[src/rtl/poly_approximate_log2.sv]
`default_nettype none
// poly_approximate_log2: log2(y) for y near 1.0 as a cubic in t = y - 1 (Horner form),
// sequenced over one shared FP multiplier and one shared FP adder. Rev 1.0.

module poly_approximate_log2_fmul #(
  parameter string PRECISION = "HALF",
  parameter int    BITS      = 16
) (
  input  logic            clk,
  input  logic            rstn,
  input  logic            i_valid,
  input  logic [BITS-1:0] i_a,
  input  logic [BITS-1:0] i_b,
  output logic            o_valid,
  output logic [BITS-1:0] o_c
);
  localparam int EW   = (PRECISION == "HALF") ? 5 : 8;
  localparam int MW   = BITS - 1 - EW;
  localparam int PW   = 2 * MW + 2;
  localparam int BIAS = (1 << (EW - 1)) - 1;
  localparam int EMAX = (1 << EW) - 1;

  logic            w_s;
  logic [PW-1:0]   w_prod;
  logic [MW-1:0]   w_frac;
  int              w_e;
  logic [BITS-1:0] w_c;
  logic            r_valid;
  logic [BITS-1:0] r_c;

  // Truncating multiply; subnormals flush to signed zero.
  always_comb begin
    w_s    = i_a[BITS-1] ^ i_b[BITS-1];
    w_prod = PW'({1'b1, i_a[MW-1:0]}) * PW'({1'b1, i_b[MW-1:0]});
    w_e    = int'(i_a[BITS-2:MW]) + int'(i_b[BITS-2:MW]) - BIAS + int'(w_prod[PW-1]);
    w_frac = w_prod[PW-1] ? MW'(w_prod >> (MW + 1)) : MW'(w_prod >> MW);
    if (i_a[BITS-2:MW] == '0 || i_b[BITS-2:MW] == '0 || w_e <= 0)
      w_c = {w_s, {(BITS-1){1'b0}}};
    else if (w_e >= EMAX)
      w_c = {w_s, {EW{1'b1}}, {MW{1'b0}}};
    else
      w_c = {w_s, EW'(w_e), w_frac};
  end

  always_ff @(posedge clk or negedge rstn) begin
    if (!rstn) begin
      r_valid <= 1'b0;
      r_c     <= '0;
    end else begin
      r_valid <= i_valid;
      if (i_valid) r_c <= w_c;
    end
  end

  assign o_valid = r_valid;
  assign o_c     = r_c;
endmodule

module poly_approximate_log2_fadd #(
  parameter string PRECISION = "HALF",
  parameter int    BITS      = 16
) (
  input  logic            clk,
  input  logic            rstn,
  input  logic            i_valid,
  input  logic [BITS-1:0] i_a,
  input  logic [BITS-1:0] i_b,
  output logic            o_valid,
  output logic [BITS-1:0] o_c
);
  localparam int EW   = (PRECISION == "HALF") ? 5 : 8;
  localparam int MW   = BITS - 1 - EW;
  localparam int SW   = MW + 5;
  localparam int EMAX = (1 << EW) - 1;

  logic            w_swap;
  logic [BITS-1:0] w_big, w_sml;
  int              w_eb, w_es, w_p, w_e;
  logic [SW-1:0]   w_mb, w_ms, w_sum;
  logic [MW-1:0]   w_frac;
  logic [BITS-1:0] w_c;
  logic            r_valid;
  logic [BITS-1:0] r_c;

  // Align the smaller magnitude onto the larger with 3 guard bits, then truncate.
  always_comb begin
    w_swap = (i_b[BITS-2:0] > i_a[BITS-2:0]);
    w_big  = w_swap ? i_b : i_a;
    w_sml  = w_swap ? i_a : i_b;
    w_eb   = int'(w_big[BITS-2:MW]);
    w_es   = int'(w_sml[BITS-2:MW]);
    w_mb   = {1'b0, (w_eb != 0), w_big[MW-1:0], 3'b000};
    w_ms   = {1'b0, (w_es != 0), w_sml[MW-1:0], 3'b000} >> (w_eb - w_es);
    w_sum  = (w_big[BITS-1] == w_sml[BITS-1]) ? w_mb + w_ms : w_mb - w_ms;
    w_p    = 0;
    for (int i = 0; i < SW; i++)
      if (w_sum[i]) w_p = i;
    w_frac = MW'((w_sum << (SW - 1 - w_p)) >> (SW - 1 - MW));
    w_e    = w_eb + w_p - (MW + 3);
    if (w_sum == '0 || w_e <= 0)
      w_c = '0;
    else if (w_e >= EMAX)
      w_c = {w_big[BITS-1], {EW{1'b1}}, {MW{1'b0}}};
    else
      w_c = {w_big[BITS-1], EW'(w_e), w_frac};
  end

  always_ff @(posedge clk or negedge rstn) begin
    if (!rstn) begin
      r_valid <= 1'b0;
      r_c     <= '0;
    end else begin
      r_valid <= i_valid;
      if (i_valid) r_c <= w_c;
    end
  end

  assign o_valid = r_valid;
  assign o_c     = r_c;
endmodule

module poly_approximate_log2 #(
  parameter int    BITS      = 16,
  parameter string PRECISION = "HALF"
) (
  input  logic            clk,
  input  logic            rstn,
  input  logic            in_valid,
  output logic            in_ready,
  input  logic [BITS-1:0] y,
  output logic            out_valid,
  output logic [BITS-1:0] x
);
  localparam bit IS_HALF = (PRECISION == "HALF");
  localparam logic [BITS-1:0] C_NEG_ONE = IS_HALF ? BITS'(32'h0000_BC00) : BITS'(32'hBF80_0000);
  localparam logic [BITS-1:0] C_C3      = IS_HALF ? BITS'(32'h0000_37B2) : BITS'(32'h3EF6_3843);
  localparam logic [BITS-1:0] C_C2      = IS_HALF ? BITS'(32'h0000_B9C5) : BITS'(32'hBF38_AA43);
  localparam logic [BITS-1:0] C_C1      = IS_HALF ? BITS'(32'h0000_3DC5) : BITS'(32'h3FB8_AA3B);

  localparam logic [2:0] S_IDLE = 3'd0;
  localparam logic [2:0] S_SUB  = 3'd1;
  localparam logic [2:0] S_M3   = 3'd2;
  localparam logic [2:0] S_A2   = 3'd3;
  localparam logic [2:0] S_M2   = 3'd4;
  localparam logic [2:0] S_A1   = 3'd5;
  localparam logic [2:0] S_M1   = 3'd6;

  logic [2:0]      r_state;
  logic            r_issue;
  logic            r_out_valid;
  logic [BITS-1:0] r_y, r_t, r_acc, r_x;
  logic            w_add_wait, w_mul_wait, w_add_iv, w_mul_iv, w_add_ov, w_mul_ov;
  logic [BITS-1:0] w_add_a, w_add_b, w_mul_a, w_mul_b, w_add_c, w_mul_c;

  // r_issue is set on every state entry, so each operation is launched for exactly one cycle.
  always_comb begin
    w_add_wait = (r_state == S_SUB) || (r_state == S_A2) || (r_state == S_A1);
    w_mul_wait = (r_state == S_M3) || (r_state == S_M2) || (r_state == S_M1);
    w_add_iv   = r_issue & w_add_wait;
    w_mul_iv   = r_issue & w_mul_wait;
    w_add_a    = r_acc;
    w_add_b    = C_NEG_ONE;
    w_mul_a    = r_acc;
    w_mul_b    = r_t;
    case (r_state)
      S_SUB:   w_add_a = r_y;
      S_A2:    w_add_b = C_C2;
      S_A1:    w_add_b = C_C1;
      S_M3: begin
        w_mul_a = r_t;
        w_mul_b = C_C3;
      end
      default: ;
    endcase
  end

  poly_approximate_log2_fadd #(.PRECISION(PRECISION), .BITS(BITS)) u_add (
    .clk(clk), .rstn(rstn), .i_valid(w_add_iv), .i_a(w_add_a), .i_b(w_add_b),
    .o_valid(w_add_ov), .o_c(w_add_c)
  );

  poly_approximate_log2_fmul #(.PRECISION(PRECISION), .BITS(BITS)) u_mul (
    .clk(clk), .rstn(rstn), .i_valid(w_mul_iv), .i_a(w_mul_a), .i_b(w_mul_b),
    .o_valid(w_mul_ov), .o_c(w_mul_c)
  );

  always_ff @(posedge clk or negedge rstn) begin
    if (!rstn) begin
      r_state     <= S_IDLE;
      r_issue     <= 1'b0;
      r_out_valid <= 1'b0;
      r_y         <= '0;
      r_t         <= '0;
      r_acc       <= '0;
      r_x         <= '0;
    end else begin
      r_issue     <= 1'b0;
      r_out_valid <= 1'b0;
      case (r_state)
        S_IDLE: if (in_valid) begin
          r_y     <= y;
          r_state <= S_SUB;
          r_issue <= 1'b1;
        end
        S_SUB: if (w_add_ov) begin
          r_t     <= w_add_c;
          r_state <= S_M3;
          r_issue <= 1'b1;
        end
        S_M3: if (w_mul_ov) begin
          r_acc   <= w_mul_c;
          r_state <= S_A2;
          r_issue <= 1'b1;
        end
        S_A2: if (w_add_ov) begin
          r_acc   <= w_add_c;
          r_state <= S_M2;
          r_issue <= 1'b1;
        end
        S_M2: if (w_mul_ov) begin
          r_acc   <= w_mul_c;
          r_state <= S_A1;
          r_issue <= 1'b1;
        end
        S_A1: if (w_add_ov) begin
          r_acc   <= w_add_c;
          r_state <= S_M1;
          r_issue <= 1'b1;
        end
        S_M1: if (w_mul_ov) begin
          r_x         <= w_mul_c;
          r_out_valid <= 1'b1;
          r_state     <= S_IDLE;
        end
        default: r_state <= S_IDLE;
      endcase
    end
  end

  always @(posedge clk) begin
    if (rstn) begin
      assert (!w_add_ov || w_add_wait);
      assert (!w_mul_ov || w_mul_wait);
    end
  end

  assign in_ready  = (r_state == S_IDLE);
  assign out_valid = r_out_valid;
  assign x         = r_x;
endmodule
`default_nettype wire

[config.mk]
export PLATFORM = sky130hd
export DESIGN_NAME = poly_approximate_log2
export DESIGN_NICKNAME = d
export VERILOG_FILES = /design/src/rtl/poly_approximate_log2.sv
export SDC_FILE = /design/constraint.sdc
export NUM_CORES = 1
export LEC_CHECK = 0
export ABC_AREA = 1
export CORE_MARGIN = 2
export CORE_UTILIZATION = 45
export CTS_CLUSTER_DIAMETER = 200
export CTS_CLUSTER_SIZE = 40
export DETAILED_ROUTE_END_ITERATION = 12
export GPL_TIMING_DRIVEN = 0
export PLACE_DENSITY = 0.66
export SYNTH_ARGS = -nofsm -noshare
export SYNTH_HDL_FRONTEND = slang
export SYNTH_SLANG_ARGS = --single-unit
export TNS_END_PERCENT = 100
[constraint.sdc]
create_clock -name clk -period 10.1 [get_ports clk]
set_clock_uncertainty 0.05 [all_clocks]
set_input_delay 2.525 -clock clk [delete_from_list [all_inputs] [get_ports clk]]
set_output_delay 2.525 -clock clk [all_outputs]
set_load 0.05 [all_outputs]
==> metrics.csv <==
metric,value,unit
vias in the first global route,10400,
Post-synth ARST share,100,%
synthesized area,0.0119,sq mm
Setup Viol. Count Final,0,
Max Root-Sink Buffers,2,
Final Max Tran Viols,0,
Worst path max stage delay,0.67,ns
Final nets,1906,
via/cell ratio,5.29,
number of max-cap violations,0,
worst-path maximum fanout,10,
CTS tree,yes,
placed insts,2021,
Final Hold Viols,0,
DRT Pass-1 Iters,6,
Die ar.,0.0277,sq mm
Synth top area share,21.7,%
Tightest Hold Check Type,reg -> reg,
Placer Congestion,0.946,
total track usage,22.7,%
Final Cycle Share,94.1,%
register area share after synthesis,21.7,%
most numerous cell in the Yosys netlist,nand2_1,
DR WL/cell,15.2,um
# diodes,0,
worst skew pair latency,0.35,ns
"Top FF cell, synth",dfrtp_1,
WP data arrival,9.74,ns
"top cells by area, synth","dfrtp_1, fa_1, nand2_1",
CP Capture Type,flop,
largest net degree at the start of global routing,64,
Detailed Route WL,31000,um
Post-DP HPWL,25800,um
DRT iter0 DRCs,1013,
Synth cell types,62,
Slew Limit Headroom,31.1,%
cts hold-fix bufs,0,
Final Hold Slack,0.429,ns
Layout area overhead,10.3,%
via count,10800,
Clock transition at path regs,0.07,ns
most used cell along the critical path,inv_1,
kind of critical path,reg -> reg,
Post-Layout Cell Count,2038,
total CTS buffers,9,
core area,0.0260,sq mm
global-route wire length before repair,51800,um
clock sinks,103,
GRT overflow,0,
Worst Path Required,10.34,ns
register bit total from synthesis,103,
CTS Root Cell,clkbuf_16,
initial antenna violation count,0,
unrepaired setup endpoints after global routing,false,
Post-synth EDFFs,0,
Fmax,105,MHz
Synth Warn #,0,
Worst-Margin Slew,1.03,ns
fillers,2616,
Post-route DRC,0,
number of port buffers,36,
mean post-synth cell area,7.22,sq um
Slowest cell on crit path,nor2_1,
crit path time final,9.50,ns
Initial Util,45.8,%
Antenna Violating Nets Remaining,0,
H-tree Lvls,3,
post-synth top area cell,dfrtp_1,
Rows,59,
I/O pin cnt,37,
layout cells sized above 1,8.28,%
critical path launch point type,flop,
Cells after Synth,1648,
utilization of the core after routing,50.5,%
die width,167,um
Die Ht,167,um
status,"complete, no violations",
most instantiated cells after synthesis,"nand2_1, inv_1, nand3_1",
## per-layer routing
metal	GRT usage, %	wire, um	vias to the layer above
met4	4.65	481	0
met1	32.5	14600	5100
met2	36.9	14300	275
met3	3.09	1610	37
met5	0	0	-
li1	-	-	5361
## cell families (layout without fill, tap and decap cells)
| logic type | after synthesis | after routing | synth area share, % |
|---|---|---|---|
| simple gates | 757 | 757 | 27.8 |
| buf+inv | 326 | 380 | 10.8 |
| compound gates | 229 | 229 | 11.1 |
| fa+ha+maj | 189 | 189 | 25.1 |
| flops | 103 | 103 | 21.7 |
| xor+xnor | 26 | 26 | 1.91 |
| mux | 17 | 17 | 1.61 |
| other cells | 1 | 2 | 0.0315 |
## metrics by stage
| step | setup WS, ns | cell area, sq um | setup TNS [ns] |
|---|---|---|---|
| after floorplan | 1.59 | 11900 | 0 |
| after global placement | -0.0842 | 12700 | -0.517 |
| after detailed placement | -0.207 | 12700 | -1.72 |
| after CTS | 0.0591 | 13000 | 0 |
| after global routing | 0.0163 | 13100 | 0 |
| final | 0.601 | 13100 | 0 |
## state kept, by name, indices dropped and copies added, names as in the netlist
register / cells
out_valid: 1
r_acc: 16
r_issue: 1
r_state: 3
r_t: 16
r_y: 16
u_add.o_c: 16
u_add.o_valid: 1
u_mul.o_c: 16
u_mul.o_valid: 1
x: 16
## worst paths after layout
| check | from | end | slack [ns] | depth (start not counted) |
|---|---|---|---|---|
| min reg2reg | x[9]$_DFFE_PN0P_ | x[9]$_DFFE_PN0P_ | 0.43 | 2 |
| max reg2reg | r_state[1]$_DFFE_PN0P_ | u_mul.o_c[9]$_DFFE_PN0P_ | 0.60 | 40 |
| max in group asynchronous | rstn | u_mul.o_c[2]$_DFFE_PN0P_ | 7.10 | 2 |
| min | x[9]$_DFFE_PN0P_ | x[9]$_DFFE_PN0P_ | 0.43 | 2 |
| max | r_state[1]$_DFFE_PN0P_ | u_mul.o_c[9]$_DFFE_PN0P_ | 0.60 | 40 |
| min in group asynchronous | rstn | x[9]$_DFFE_PN0P_ | 2.20 | 1 |
## cell type report
class | instances | area [sq um] | share of cell area, %
buffer | 40 | 218 | 1.66
inverter | 286 | 1080 | 8.23
clock buffer | 9 | 225 | 1.72
clock inverter | 7 | 104 | 0.791
tap | 335 | 419 | 3.19
sequential | 103 | 2580 | 19.6
multi-input combinational | 1220 | 8110 | 61.8
timing repair buffer | 38 | 385 | 2.94
## placed cells by master, fill, tap and decap left out, drive strengths merged, types with 3 or more instances in the layout
cell type and count:
nand2 419, inv 285, nand3 154, nor2 144, ha 107, o21ai 104, dfrtp 103, fa 82
a21oi 70, clkdlybuf4s50 35, clkbuf 33, buf 19, mux2 17, xor2 15, a22oi 13, nand4 13
xnor2 11, o22ai 11, nor3 11, or2 9, a31oi 4, clkinv 4, o31ai 4, a21o 3
nand3b 3, a221oi 3, o311ai 3
## critical path: cells and delay by family, from the launching register on
family                     cells  cell delay [ns]
AOI/OAI and AO/OA              9             1.81
xor gates and xnor gates       1             0.12
adders and majority gates      8             3.18
buffers and inverters         11             1.31
DFF                            1             0.47
and+or+nand+nor               11             2.50
## timing repair
item / CTS / global route
pin swaps: 0 / 1
endpoints found under the hold margin: 0 / 0
setup buffers: 0 / 1
endpoints found under the setup margin: 10 / 31
resized for setup: 3 / 30
Power is left out: the tool's default activity adds up to more than one toggle a clock period on the data nets, which glitch-free logic cannot reach.
